## src/rtl/pll_reconfig_ctrl.sv

```systemverilog
// PLL reconfiguration sequencer: latches an M/C/K request, programs the reconfig core over
// Avalon-MM in a fixed order, then waits for a stable lock before reporting done or a timeout.
module pll_reconfig_ctrl #(
  parameter int TIMEOUT_CYCLES = 1048575,
  parameter int LOCK_STABLE    = 1024,
  parameter int C_SEL          = 0
) (
  input  logic        clk,
  input  logic        rst,
  input  logic        req,
  input  logic [7:0]  cfg_m_hi,
  input  logic [7:0]  cfg_m_lo,
  input  logic        cfg_m_odd,
  input  logic [7:0]  cfg_c_hi,
  input  logic [7:0]  cfg_c_lo,
  input  logic        cfg_c_odd,
  input  logic [31:0] cfg_k,
  output logic        busy,
  output logic        done,
  output logic        error,
  output logic [5:0]  mgmt_address,
  output logic        mgmt_write,
  output logic [31:0] mgmt_writedata,
  input  logic        mgmt_waitrequest,
  input  logic        pll_locked
);

  localparam int WAIT_W = $clog2(TIMEOUT_CYCLES + 1);
  localparam int STAB_W = $clog2(LOCK_STABLE + 1);
  localparam logic [WAIT_W-1:0] WAIT_LAST  = WAIT_W'(TIMEOUT_CYCLES - 1);
  localparam logic [STAB_W-1:0] STAB_LAST  = STAB_W'(LOCK_STABLE - 1);
  localparam logic [4:0]        C_SEL_BITS = 5'(C_SEL);

  localparam logic [5:0] ADDR_MODE  = 6'h00;
  localparam logic [5:0] ADDR_M     = 6'h04;
  localparam logic [5:0] ADDR_C     = 6'h05;
  localparam logic [5:0] ADDR_K     = 6'h07;
  localparam logic [5:0] ADDR_START = 6'h02;

  typedef enum logic [2:0] {
    IDLE      = 3'd0,
    WR_MODE   = 3'd1,
    WR_M      = 3'd2,
    WR_C      = 3'd3,
    WR_K      = 3'd4,
    WR_START  = 3'd5,
    WAIT_LOCK = 3'd6
  } state_t;

  state_t state;
  state_t state_nxt;

  logic [7:0]  hold_m_hi;
  logic [7:0]  hold_m_lo;
  logic        hold_m_odd;
  logic [7:0]  hold_c_hi;
  logic [7:0]  hold_c_lo;
  logic        hold_c_odd;
  logic [31:0] hold_k;

  logic lock_meta;
  logic lock_sync;

  logic [WAIT_W-1:0] wait_cnt;
  logic [WAIT_W-1:0] wait_cnt_nxt;
  logic [STAB_W-1:0] stable_cnt;
  logic [STAB_W-1:0] stable_cnt_nxt;

  logic        load;
  logic        in_write;
  logic        accept;
  logic        busy_nxt;
  logic        done_nxt;
  logic        error_nxt;
  logic        write_nxt;
  logic [5:0]  addr_nxt;
  logic [31:0] data_nxt;

  function automatic state_t next_write(input state_t cur);
    state_t nxt;
    case (cur)
      WR_MODE:  nxt = WR_M;
      WR_M:     nxt = WR_C;
      WR_C:     nxt = WR_K;
      WR_K:     nxt = WR_START;
      WR_START: nxt = WAIT_LOCK;
      default:  nxt = IDLE;
    endcase
    return nxt;
  endfunction

  assign in_write = state inside {WR_MODE, WR_M, WR_C, WR_K, WR_START};
  assign accept   = in_write & mgmt_write & ~mgmt_waitrequest;

  // Lock synchronizer; held clear outside WAIT_LOCK so a lock from the old setting is never trusted.
  always_ff @(posedge clk or posedge rst) begin
    if (rst) begin
      lock_meta <= 1'b0;
      lock_sync <= 1'b0;
    end else if (state != WAIT_LOCK) begin
      lock_meta <= 1'b0;
      lock_sync <= 1'b0;
    end else begin
      lock_meta <= pll_locked;
      lock_sync <= lock_meta;
    end
  end

  // Holding registers for the accepted request.
  always_ff @(posedge clk or posedge rst) begin
    if (rst) begin
      hold_m_hi  <= 8'd0;
      hold_m_lo  <= 8'd0;
      hold_m_odd <= 1'b0;
      hold_c_hi  <= 8'd0;
      hold_c_lo  <= 8'd0;
      hold_c_odd <= 1'b0;
      hold_k     <= 32'd0;
    end else if (load) begin
      hold_m_hi  <= cfg_m_hi;
      hold_m_lo  <= cfg_m_lo;
      hold_m_odd <= cfg_m_odd;
      hold_c_hi  <= cfg_c_hi;
      hold_c_lo  <= cfg_c_lo;
      hold_c_odd <= cfg_c_odd;
      hold_k     <= cfg_k;
    end
  end

  // Next-state, counters and status.
  always_comb begin
    state_nxt      = state;
    wait_cnt_nxt   = wait_cnt;
    stable_cnt_nxt = stable_cnt;
    busy_nxt       = busy;
    error_nxt      = error;
    done_nxt       = 1'b0;
    load           = 1'b0;
    case (state)
      IDLE: begin
        wait_cnt_nxt   = '0;
        stable_cnt_nxt = '0;
        if (req) begin
          load      = 1'b1;
          busy_nxt  = 1'b1;
          error_nxt = 1'b0;
          state_nxt = WR_MODE;
        end else begin
          state_nxt = IDLE;
        end
      end
      WR_MODE, WR_M, WR_C, WR_K, WR_START: begin
        if (accept) begin
          wait_cnt_nxt   = '0;
          stable_cnt_nxt = '0;
          state_nxt      = next_write(state);
        end else if (wait_cnt == WAIT_LAST) begin
          wait_cnt_nxt = '0;
          error_nxt    = 1'b1;
          busy_nxt     = 1'b0;
          state_nxt    = IDLE;
        end else begin
          wait_cnt_nxt = wait_cnt + WAIT_W'(1);
        end
      end
      WAIT_LOCK: begin
        if (lock_sync && (stable_cnt == STAB_LAST)) begin
          done_nxt       = 1'b1;
          busy_nxt       = 1'b0;
          wait_cnt_nxt   = '0;
          stable_cnt_nxt = '0;
          state_nxt      = IDLE;
        end else begin
          // A lock drop only restarts the stability window.
          stable_cnt_nxt = lock_sync ? (stable_cnt + STAB_W'(1)) : '0;
          if (wait_cnt == WAIT_LAST) begin
            wait_cnt_nxt   = '0;
            stable_cnt_nxt = '0;
            error_nxt      = 1'b1;
            busy_nxt       = 1'b0;
            state_nxt      = IDLE;
          end else begin
            wait_cnt_nxt = wait_cnt + WAIT_W'(1);
          end
        end
      end
      default: begin
        busy_nxt  = 1'b0;
        state_nxt = IDLE;
      end
    endcase
  end

  // Write bus contents for the state about to be entered, so the strobe appears in its first cycle.
  always_comb begin
    write_nxt = 1'b1;
    addr_nxt  = 6'd0;
    data_nxt  = 32'd0;
    case (state_nxt)
      WR_MODE: begin
        addr_nxt = ADDR_MODE;
        data_nxt = 32'd0;
      end
      WR_M: begin
        addr_nxt = ADDR_M;
        data_nxt = {14'd0, hold_m_odd, 1'b0, hold_m_hi, hold_m_lo};
      end
      WR_C: begin
        addr_nxt = ADDR_C;
        data_nxt = {9'd0, C_SEL_BITS, hold_c_odd, 1'b0, hold_c_hi, hold_c_lo};
      end
      WR_K: begin
        addr_nxt = ADDR_K;
        data_nxt = hold_k;
      end
      WR_START: begin
        addr_nxt = ADDR_START;
        data_nxt = 32'd1;
      end
      default: begin
        write_nxt = 1'b0;
      end
    endcase
  end

  // State, counters and registered outputs.
  always_ff @(posedge clk or posedge rst) begin
    if (rst) begin
      state          <= IDLE;
      wait_cnt       <= '0;
      stable_cnt     <= '0;
      busy           <= 1'b0;
      done           <= 1'b0;
      error          <= 1'b0;
      mgmt_write     <= 1'b0;
      mgmt_address   <= 6'd0;
      mgmt_writedata <= 32'd0;
    end else begin
      state          <= state_nxt;
      wait_cnt       <= wait_cnt_nxt;
      stable_cnt     <= stable_cnt_nxt;
      busy           <= busy_nxt;
      done           <= done_nxt;
      error          <= error_nxt;
      mgmt_write     <= write_nxt;
      mgmt_address   <= addr_nxt;
      mgmt_writedata <= data_nxt;
    end
  end

endmodule

```

## config.mk

```make
export PLATFORM = sky130hd
export DESIGN_NAME = pll_reconfig_ctrl
export DESIGN_NICKNAME = d
export VERILOG_FILES = /design/src/rtl/pll_reconfig_ctrl.sv
export SDC_FILE = /design/constraint.sdc
export NUM_CORES = 1
export LEC_CHECK = 0
export ABC_CLOCK_PERIOD_IN_PS = 6270
export BUFFER_PORTS_ARGS = -buffer_cell sky130_fd_sc_hd__buf_2
export CORE_ASPECT_RATIO = 1.4
export CORE_UTILIZATION = 45
export CTS_CLUSTER_DIAMETER = 100
export CTS_CLUSTER_SIZE = 25
export DETAILED_ROUTE_END_ITERATION = 6
export PLACE_DENSITY = 0.66
export SYNTH_ARGS = -nofsm -noshare
export SYNTH_HDL_FRONTEND = slang
export SYNTH_SLANG_ARGS = --single-unit
export TNS_END_PERCENT = 30
```

## constraint.sdc

```tcl
create_clock -name clk -period 6.27 [get_ports clk]
set_input_delay 0.627 -clock clk [delete_from_list [all_inputs] [get_ports clk]]
set_output_delay 0.627 -clock clk [all_outputs]
set_load 0.005 [all_outputs]
```

=== After elaboration in Yosys (flattened, before gate mapping) ===
Index checks and enable logic that the tools add are counted.
W data, S select, Z words.

* Word-level logic and storage cells: 84
* Output and inout port bits: 42
* Input port bits: 71
* Flip-flop bits (word level): 144

* Reductions and logical operators: 9
* Bitwise operators: 3
* Add/subtract/negate cells: 2
* Equality and inequality tests: 18
* Multiplexer cells: 34

{| class="wikitable"
|+ Operator list
! kind !! number
|-
| $pmux W32 S4 || 1
|-
| $mux W20 || 3
|-
| $pmux W20 S3 || 1
|-
| $mux W11 || 4
|-
| $pmux W11 S3 || 1
|-
| $add A20 B1 Y20 const B || 1
|-
| $eq A20 B20 Y1 const B || 1
|-
| $mux W1 || 16
|-
| $eq A3 B3 Y1 const B || 5
|-
| $pmux W3 S5 || 1
|-
| $eq A3 B2 Y1 const B || 4
|-
| $pmux W3 S4 || 1
|-
| $add A11 B1 Y11 const B || 1
|-
| $eq A11 B10 Y1 const B || 1
|-
| $reduce_or A5 Y1 || 2
|-
| $mux W3 || 3
|-
| $pmux W3 S3 || 1
|-
| $ne A2 B2 Y1 const B || 4
|-
| $eq A3 B1 Y1 const B || 2
|-
| $pmux W1 S3 || 2
|-
| $reduce_bool A5 Y1 || 1
|-
| $reduce_and A2 Y1 || 2
|-
| $reduce_and A4 Y1 || 1
|-
| $logic_not A3 Y1 || 1
|-
| 5 further kinds || 6
|}

=== Logic depth before layout (Yosys ltp) ===
Gate-level depths: netlist of run 1.

* Word-level depth: 9
* Gate-level depth with buffers: 9
* Mapped depth without buffers: 7

=== Least setup slack after synthesis of run 1 ===
Ideal clock, no wire load.

* Kind: reg2reg
* Start: register stable_cnt[0]
* End: register wait_cnt[4]
* Arrival time: 1.954 ns
* Buffers on the path: 2
* Slack: 4.187 ns
* Setup time: 0.129 ns
* Cell stages (with the launch flop): 9
* Required time: 6.141 ns
* Period minus slack after synthesis: 2.083 ns
* Path through: dfrtp_1 ha_1 nand3_2 or4_1 clkbuf_1 a32o_2 buf_6 a32oi_1 o31ai_1

* Longest elaborated chain between the ends: 4

{| class="wikitable"
|+ Ends and longest elaborated chain
! item !! RTL line !! RTL
|-
| from (decl) || 66 || <nowiki>logic [STAB_W-1:0] stable_cnt;</nowiki>
|-
| from (signal assigned) || 241 || <nowiki>stable_cnt <= stable_cnt_nxt;</nowiki>
|-
| $eq A11 B10 Y1 || 167 || <nowiki>if (lock_sync && (stable_cnt == STAB_LAST)) begin</nowiki>
|-
| $logic_and A1 B1 Y1 || 167 ||
|-
| $mux W20 || 167 ||
|-
| $pmux W20 S3 || 139 || <nowiki>case (state)</nowiki>
|-
| to (signal assigned) || 240 || <nowiki>wait_cnt <= wait_cnt_nxt;</nowiki>
|-
| to (decl) || 64 || <nowiki>logic [WAIT_W-1:0] wait_cnt;</nowiki>
|}

Every way passes these cells.
A chain may end at the register's enable or synchronous reset.

=== Final worst setup path of run 1 ===
* Start: register state[0]
* End: register hold_k[24]

* Longest elaborated chain between the ends: 2

{| class="wikitable"
|+ Ends and longest elaborated chain
! item !! RTL line !! RTL
|-
| from (decl) || 50 || <nowiki>state_t state;</nowiki>
|-
| from (signal assigned) || 239 || <nowiki>state <= state_nxt;</nowiki>
|-
| $logic_not A3 Y1 || 139 ||
|-
| $mux W1 || 139 ||
|-
| to (signal assigned) || 126 || <nowiki>hold_k <= cfg_k;</nowiki>
|-
| to (decl) || 59 || <nowiki>logic [31:0] hold_k;</nowiki>
|}

Every way passes these cells.

==> metrics.yaml, run 1 <==
slew_headroom: 0.2220
port_buffers: 109
synth-async-reset-ratio: 1.000
synthCells: 583
avgRoutedWirePerCell_um: 17.52
yosys_warnings: 0
drc_errors: 0
clock_latency_ps: 410
numClockSinks: 141
hpwl_um: 10030
synth_area_um2: 6554
die_area_um2: 15060
drt_iter0_drc: 271
viasPerCell: 5.732
row_count: 51
fillerInstances: 1220
worst-setup-path-type: "reg -> reg"
worst_slew_pin_slew_ps: 1162
cts_root_buf: "clkbuf_16"
required_ps: 6560
io_pins: 113
final_net_count: 741
drt_first_pass_iters: 5
seqCellArea_um2: 3530
finalPower_mw: 3.480
synth.top_cell.area_share: 0.5384
ff2ff_setup_slack_ps: 3080
fp.coreArea_um2: 14040
grt_overflow: 0
worst_clock_skew_ps: 7.757
synth_cell_types: 56
track_usage: 0.2123
drive_above_1_share: 0.3206
max_freq_ghz: 0.3139
grt_pass1_wl_um: 25120
area_delta_synth_final_pct: 18.19
syn_avg_cell_area_um2: 11.24
crit_fanout: 68
path_clk_slew_ps: 60
status: "finished clean"
grt_max_degree: 73
initial_utilization: 0.4668
min_path_type: "in -> async"
grt_pass1_vias: 4931
setup_violations: 0
routed_wirelength_um: 15180
multi_input_area_um2: 2773
post_cts_buffers: 0
post-route-util: 0.5518
dpl_cell_area_um2: 7159
slew_violations: 0
max_cap_violations: 0
fin_crit_sh: 0.5081
startpoint_type: "flip-flop"
synth-seq-cells: 141
yosys.area.top_type: "dfrtp_1"
clockBufferDepth: 2
synth-edff-count: 0
ys.flop_type: "dfrtp_1"
r2r-end: "hold_k[24]"
synthTopCellsByArea: "dfrtp_1 54%, mux2_2 11%, a31oi_1 3.1%"
final_cell_area_um2: 7746
ir_drop_v: 0.0002273
arrival_ps: 3480
htreeDepth: 4
rsz0062_at_grt: "no"
antenna_found_initial: 0
gp_congestion: 0.7745
die_w_um: 104.0
regToRegStartpoint: "state[0]"
tns_ps: 0
critPathCaptureType: "flip-flop"
die_h_um: 144.8
reg2regPathDepth: 4
ant_nets: 0
vias: 4964
cts_tree: "yes"
numCtsBuffers: 17
synth.yosys.seq_area_share: 0.5384
power_density_nw_per_um2: 449.3
cts-hold-fix-buffers: 0
finalHoldViolCount: 0
cts_resized: 0
finalCriticalPeriod_ps: 3186
leakagePower_nw: 3.383
## worst max-delay path: stages, from the launching register on
cell and delay (ps):
dfrtp_2 770, or3_1 600, nor2_4 750, buf_4 530, mux2_2 390
## synthesized netlist by cell type, types with 3 or more instances
cell type  instances
a221o_1           16
nor2b_1           20
mux2_2            65
o22ai_1            6
mux2i_1            8
nand2_1           40
nand3b_1           4
xnor2_1            3
dfrtp_1          141
nand4_1            9
inv_1             14
nor3b_1           16
o21ai_0           20
nor2_1            16
and3_1             8
clkbuf_1          29
ha_1               3
buf_4              3
a31oi_1           32
o2111ai_1         17
xor2_1             3
and2_1             7
and4_1             5
nand3_1           21
a21oi_1           25
buf_2             14
## stage by stage
| stage | worst slack, ps | std cells | hold slack (ps) |
|---|---|---|---|
| 2_1_floorplan | 1862 | 585 | 427.7 |
| 3_3_place_gp | 3166 | 833 | 443.7 |
| 3_5_place_dp | 3037 | 833 | 451.4 |
| 4_1_cts | 3062 | 865 | 341.2 |
| 5_1_grt | 2843 | 865 | 365.0 |
| 6_report | 3084 | 866 | 314.9 |
## kinds of logic after synthesis
family	count (synthesis)	synth area share
buffers and inverters	63	0.04162
DFF	141	0.5384
other	1	0.0005722
AOI/OAI and AO/OA	137	0.1474
xor gates and xnor gates	6	0.008020
muxes	73	0.1239
adders and majority gates	3	0.005728
and+or+nand+nor	159	0.1344
## cell type report
type | instances | share of cell area
tap | 185 | 0.02988
multi-input combinational | 381 | 0.3579
timing repair buffer | 112 | 0.07333
clock inverter | 12 | 0.01777
sequential | 141 | 0.4557
clock buffer | 20 | 0.05766
antenna | 1 | 0.0003230
inverter | 14 | 0.007430
## placed cells by master (no fill, tap or decap), drive strengths merged, types with 3 or more instances in the layout
| cell type | instances |
|---|---|
| and3 | 8 |
| nor2 | 16 |
| o22ai | 6 |
| clkbuf | 20 |
| nor2b | 20 |
| conb | 3 |
| and2 | 7 |
| o21ai | 21 |
| clkinv | 5 |
| nor3b | 16 |
| nand3 | 22 |
| mux2i | 8 |
| a31oi | 32 |
| buf | 112 |
| a221o | 16 |
| a21oi | 25 |
| xnor2 | 3 |
| mux2 | 65 |
| o2111ai | 17 |
| nand2 | 40 |
| ha | 3 |
| xor2 | 3 |
| nand3b | 4 |
| dfrtp | 141 |
| and4 | 5 |
| nand4 | 9 |
| inv | 17 |
## report_power, final
group / leakage [nW] / total, mW / switching, mW / internal, mW
Sequential: 1.79 / 1.49 / 0.267 / 1.22
Clock: 0.281 / 0.988 / 0.388 / 0.600
Combinational: 1.31 / 1.00 / 0.486 / 0.519
## flip-flops by register name, indices dropped and copies added, names as in the netlist, 3 cells and up
register / flops
mgmt_writedata: 32
hold_k: 32
hold_c_hi: 8
hold_m_lo: 8
state: 3
hold_m_hi: 8
mgmt_address: 3
hold_c_lo: 8
stable_cnt: 11
wait_cnt: 20
## routing by layer
| metal | global-route usage | vias to the layer above | share of wire |
|---|---|---|---|
| met4 | 0.08045 | 0 | 0.019 |
| met3 | 0.04433 | 23 | 0.038 |
| met2 | 0.3874 | 132 | 0.54 |
| met5 | 0 | - | 0 |
| met1 | 0.2455 | 2483 | 0.41 |
| li1 | - | 2326 | - |
## how the worst max path moves through the flow
stage                     slack (ps)  cells past startpoint        startpoint                  to
after CTS                       3060                      4          state[0]          hold_k[24]
final                           3080                      4          state[0]          hold_k[24]
after detailed placement        3040                      5  mgmt_waitrequest  mgmt_writedata[31]
after global placement          3170                      4          state[0]          hold_k[18]
after global routing            2840                      4          state[0]        hold_m_lo[1]
after floorplan                 1860                      1               rst                busy
(Power assumes the default switching activity.)
==> inputs of run 2 (changes only) <==
- ABC_CLOCK_PERIOD_IN_PS: 6270 -> 2700
- PLACE_DENSITY: 0.66 -> 0.69
- clock period: 6.27 -> 2.7 ns (I/O delays scaled with it)
==> metrics.yaml, run 2 (synthesis results as in run 1) <==
seqCellArea_um2: 3530  # unchanged
dpl_cell_area_um2: 7256  # +1.3%
p_sw_mw: 2.838  # +150%
p_int_mw: 5.333  # +130%
fin_crit_sh: 0.8835  # +0.3754
gp_congestion: 0.8483  # +9.5%
critPathCaptureType: "flip-flop"
reg_top3: "hold_k: 32 flops, mgmt_writedata: 32 flops, wait_cnt: 20 flops"
drc_errors: 0  # unchanged
die_h_um: 144.8  # unchanged
area_delta_synth_final_pct: 19.74
wl_met2_um: 8289  # +1.6%
drive_above_1_share: 0.3319  # +0.01130
vias: 5072  # +2.2%
finalCriticalPeriod_ps: 2386  # -800.5 ps
place_ws_ps: 331.9  # -2705 ps
die_area_um2: 15060  # unchanged
leakagePower_nw: 3.444  # +1.8%
layout_commonest_cell: "dfrtp_1"
post-route-util: 0.5590  # +0.007219
hpwl_um: 10050  # +0.26%
worst_clock_skew_ps: 13.18  # +5.421 ps
clockPowerShare: 0.282  # -0.002
grt_max_degree: 142  # +95%
grt_pass1_vias: 5040  # +2.2%
fin_ws_ps: 314.5  # -2769 ps
path_delay_family: "simple AND/OR/NAND/NOR gates"
drt_first_pass_iters: 5  # unchanged
final_net_count: 751  # +1.3%
max_cap_violations: 0  # unchanged
worst_slew_pin_slew_ps: 755.6  # -406.0 ps
cp_slowest_stage_delay_ps: 560  # -210 ps
seqPwrFrac: 0.406  # -0.022
multi_input_area_um2: 2770  # about the same
initial_utilization: 0.4668  # unchanged
finalPower_mw: 8.171  # +130%
path_cells: "ha_1 > nand3_2 > or4_1 > a32o_2 > nand2_1 > o21ai_0"
slew_headroom: 0.4962  # +0.2742
die_w_um: 104.0  # unchanged
port_buffers: 109  # unchanged
ir_drop_v: 0.0005356  # +140%
avgRoutedWirePerCell_um: 17.85  # +1.9%
routed_wirelength_um: 15620  # +2.9%
min_path_type: "in -> async"
finalHoldViolCount: 0  # unchanged
tns_ps: 0  # unchanged
drt_iter0_drc: 352  # +30%
fillerInstances: 1225  # +0.41%
antenna_cells: 0  # -1
row_count: 51  # unchanged
cts_root_buf: "clkbuf_16"
drt-met1-wl_um: 6377  # +3.6%
crit_slowest_cell: "or4_1"
rsz0062_at_grt: "no"
swShare: 0.3474  # +0.01969
startpoint_type: "flip-flop"
antenna_found_initial: 0  # unchanged
cts_resized: 0  # unchanged
numClockSinks: 141  # unchanged
final_cell_area_um2: 7848  # +1.3%
track_usage: 0.2138  # +0.001529
status: "finished clean"
max_freq_ghz: 0.4192  # +34%
cts-hold-fix-buffers: 0  # unchanged
setup_violations: 0  # unchanged
final_cell_mix: "140 x dfrtp_1, 109 x buf_2, 65 x mux2_2, 40 x nand2_1, 32 x a31oi_1"
slew_violations: 0  # unchanged
required_ps: 2980  # -3580 ps
pwr-share-comb: 0.312  # +0.023
io_pins: 113  # unchanged
worst-setup-path-type: "reg -> reg"
power_density_nw_per_um2: 1041  # +130%
crit_fanout: 24  # -65%
numCtsBuffers: 17  # unchanged
crit_buf_inv: 0  # -1
ant_nets: 0  # unchanged
grt_pass1_wl_um: 25390  # +1.1%
highest_layer: "met4"
wl_met3_um: 578  # +0.35%
viasPerCell: 5.797  # +1.1%
cts_tree: "yes"
grt_overflow: 0  # unchanged
clock_latency_ps: 420  # about the same
htreeDepth: 4  # unchanged
arrival_ps: 2660  # -820 ps
fp.coreArea_um2: 14040  # unchanged
post_cts_buffers: 0  # unchanged
path_clk_slew_ps: 70  # about the same
clockBufferDepth: 2  # unchanged
## run 2: cell types whose count changed in the layout (fill, tap and decap cells not counted), sizes merged
cell	previous run	this run
clkinvlp	2	1
clkinv	5	4
diode	1	0
clkbuf	20	17
bufinv	2	0
inv	17	24
buf	112	122
## run 2: worst paths after layout
check / cells past startpoint / slack (ps) / start / end
setup / recovery: 6 / 310 / stable_cnt[0] / wait_cnt[9]
hold / removal: 3 / 60 / rst / hold_k[22]
setup reg to reg: 6 / 310 / stable_cnt[0] / wait_cnt[9]
hold reg to reg: 1 / 470 / lock_meta / lock_sync
max in group asynchronous: 3 / 2040 / rst / state[0]
min in group clk: 2 / 60 / pll_locked / lock_meta
## run 2: per-layer routing
metal,track usage,vias to the layer above
met5,0,-
li1,-,2351
met2,0.3807,141
met4,0.1008,0
met3,0.04523,26
met1,0.2472,2554
## run 2: area by class of cell
type | instances | area share
timing repair buffer | 122 | 0.08514
inverter | 14 | 0.007175
multi-input combinational | 381 | 0.3530
clock inverter | 15 | 0.02121
sequential | 141 | 0.4498
tap | 185 | 0.02950
clock buffer | 17 | 0.05421
## run 2: metrics by stage
step	cells	hold slack (ps)
finish	875	56.33
global route	875	64.45
CTS	875	43.58
detailed placement	843	446.8
global placement	843	449.7
floorplan	585	386.8
## run 2: power groups by stage
| stage | clock network, mW | registers (mW) | logic (mW) |
|---|---|---|---|
| after floorplan | 0 | 3.19 | 1.97 |
| after global placement | 0 | 3.30 | 2.45 |
| after detailed placement | 0 | 3.35 | 2.56 |
| after CTS | 2.35 | 3.31 | 2.57 |
| after global routing | 2.42 | 3.41 | 2.78 |
| final | 2.30 | 3.32 | 2.55 |
## run 2: tightest hold or removal path, delay by kind of cell
| family | cells | cell delay (ps) |
|---|---|---|
| buf+inv | 3 | 710 |
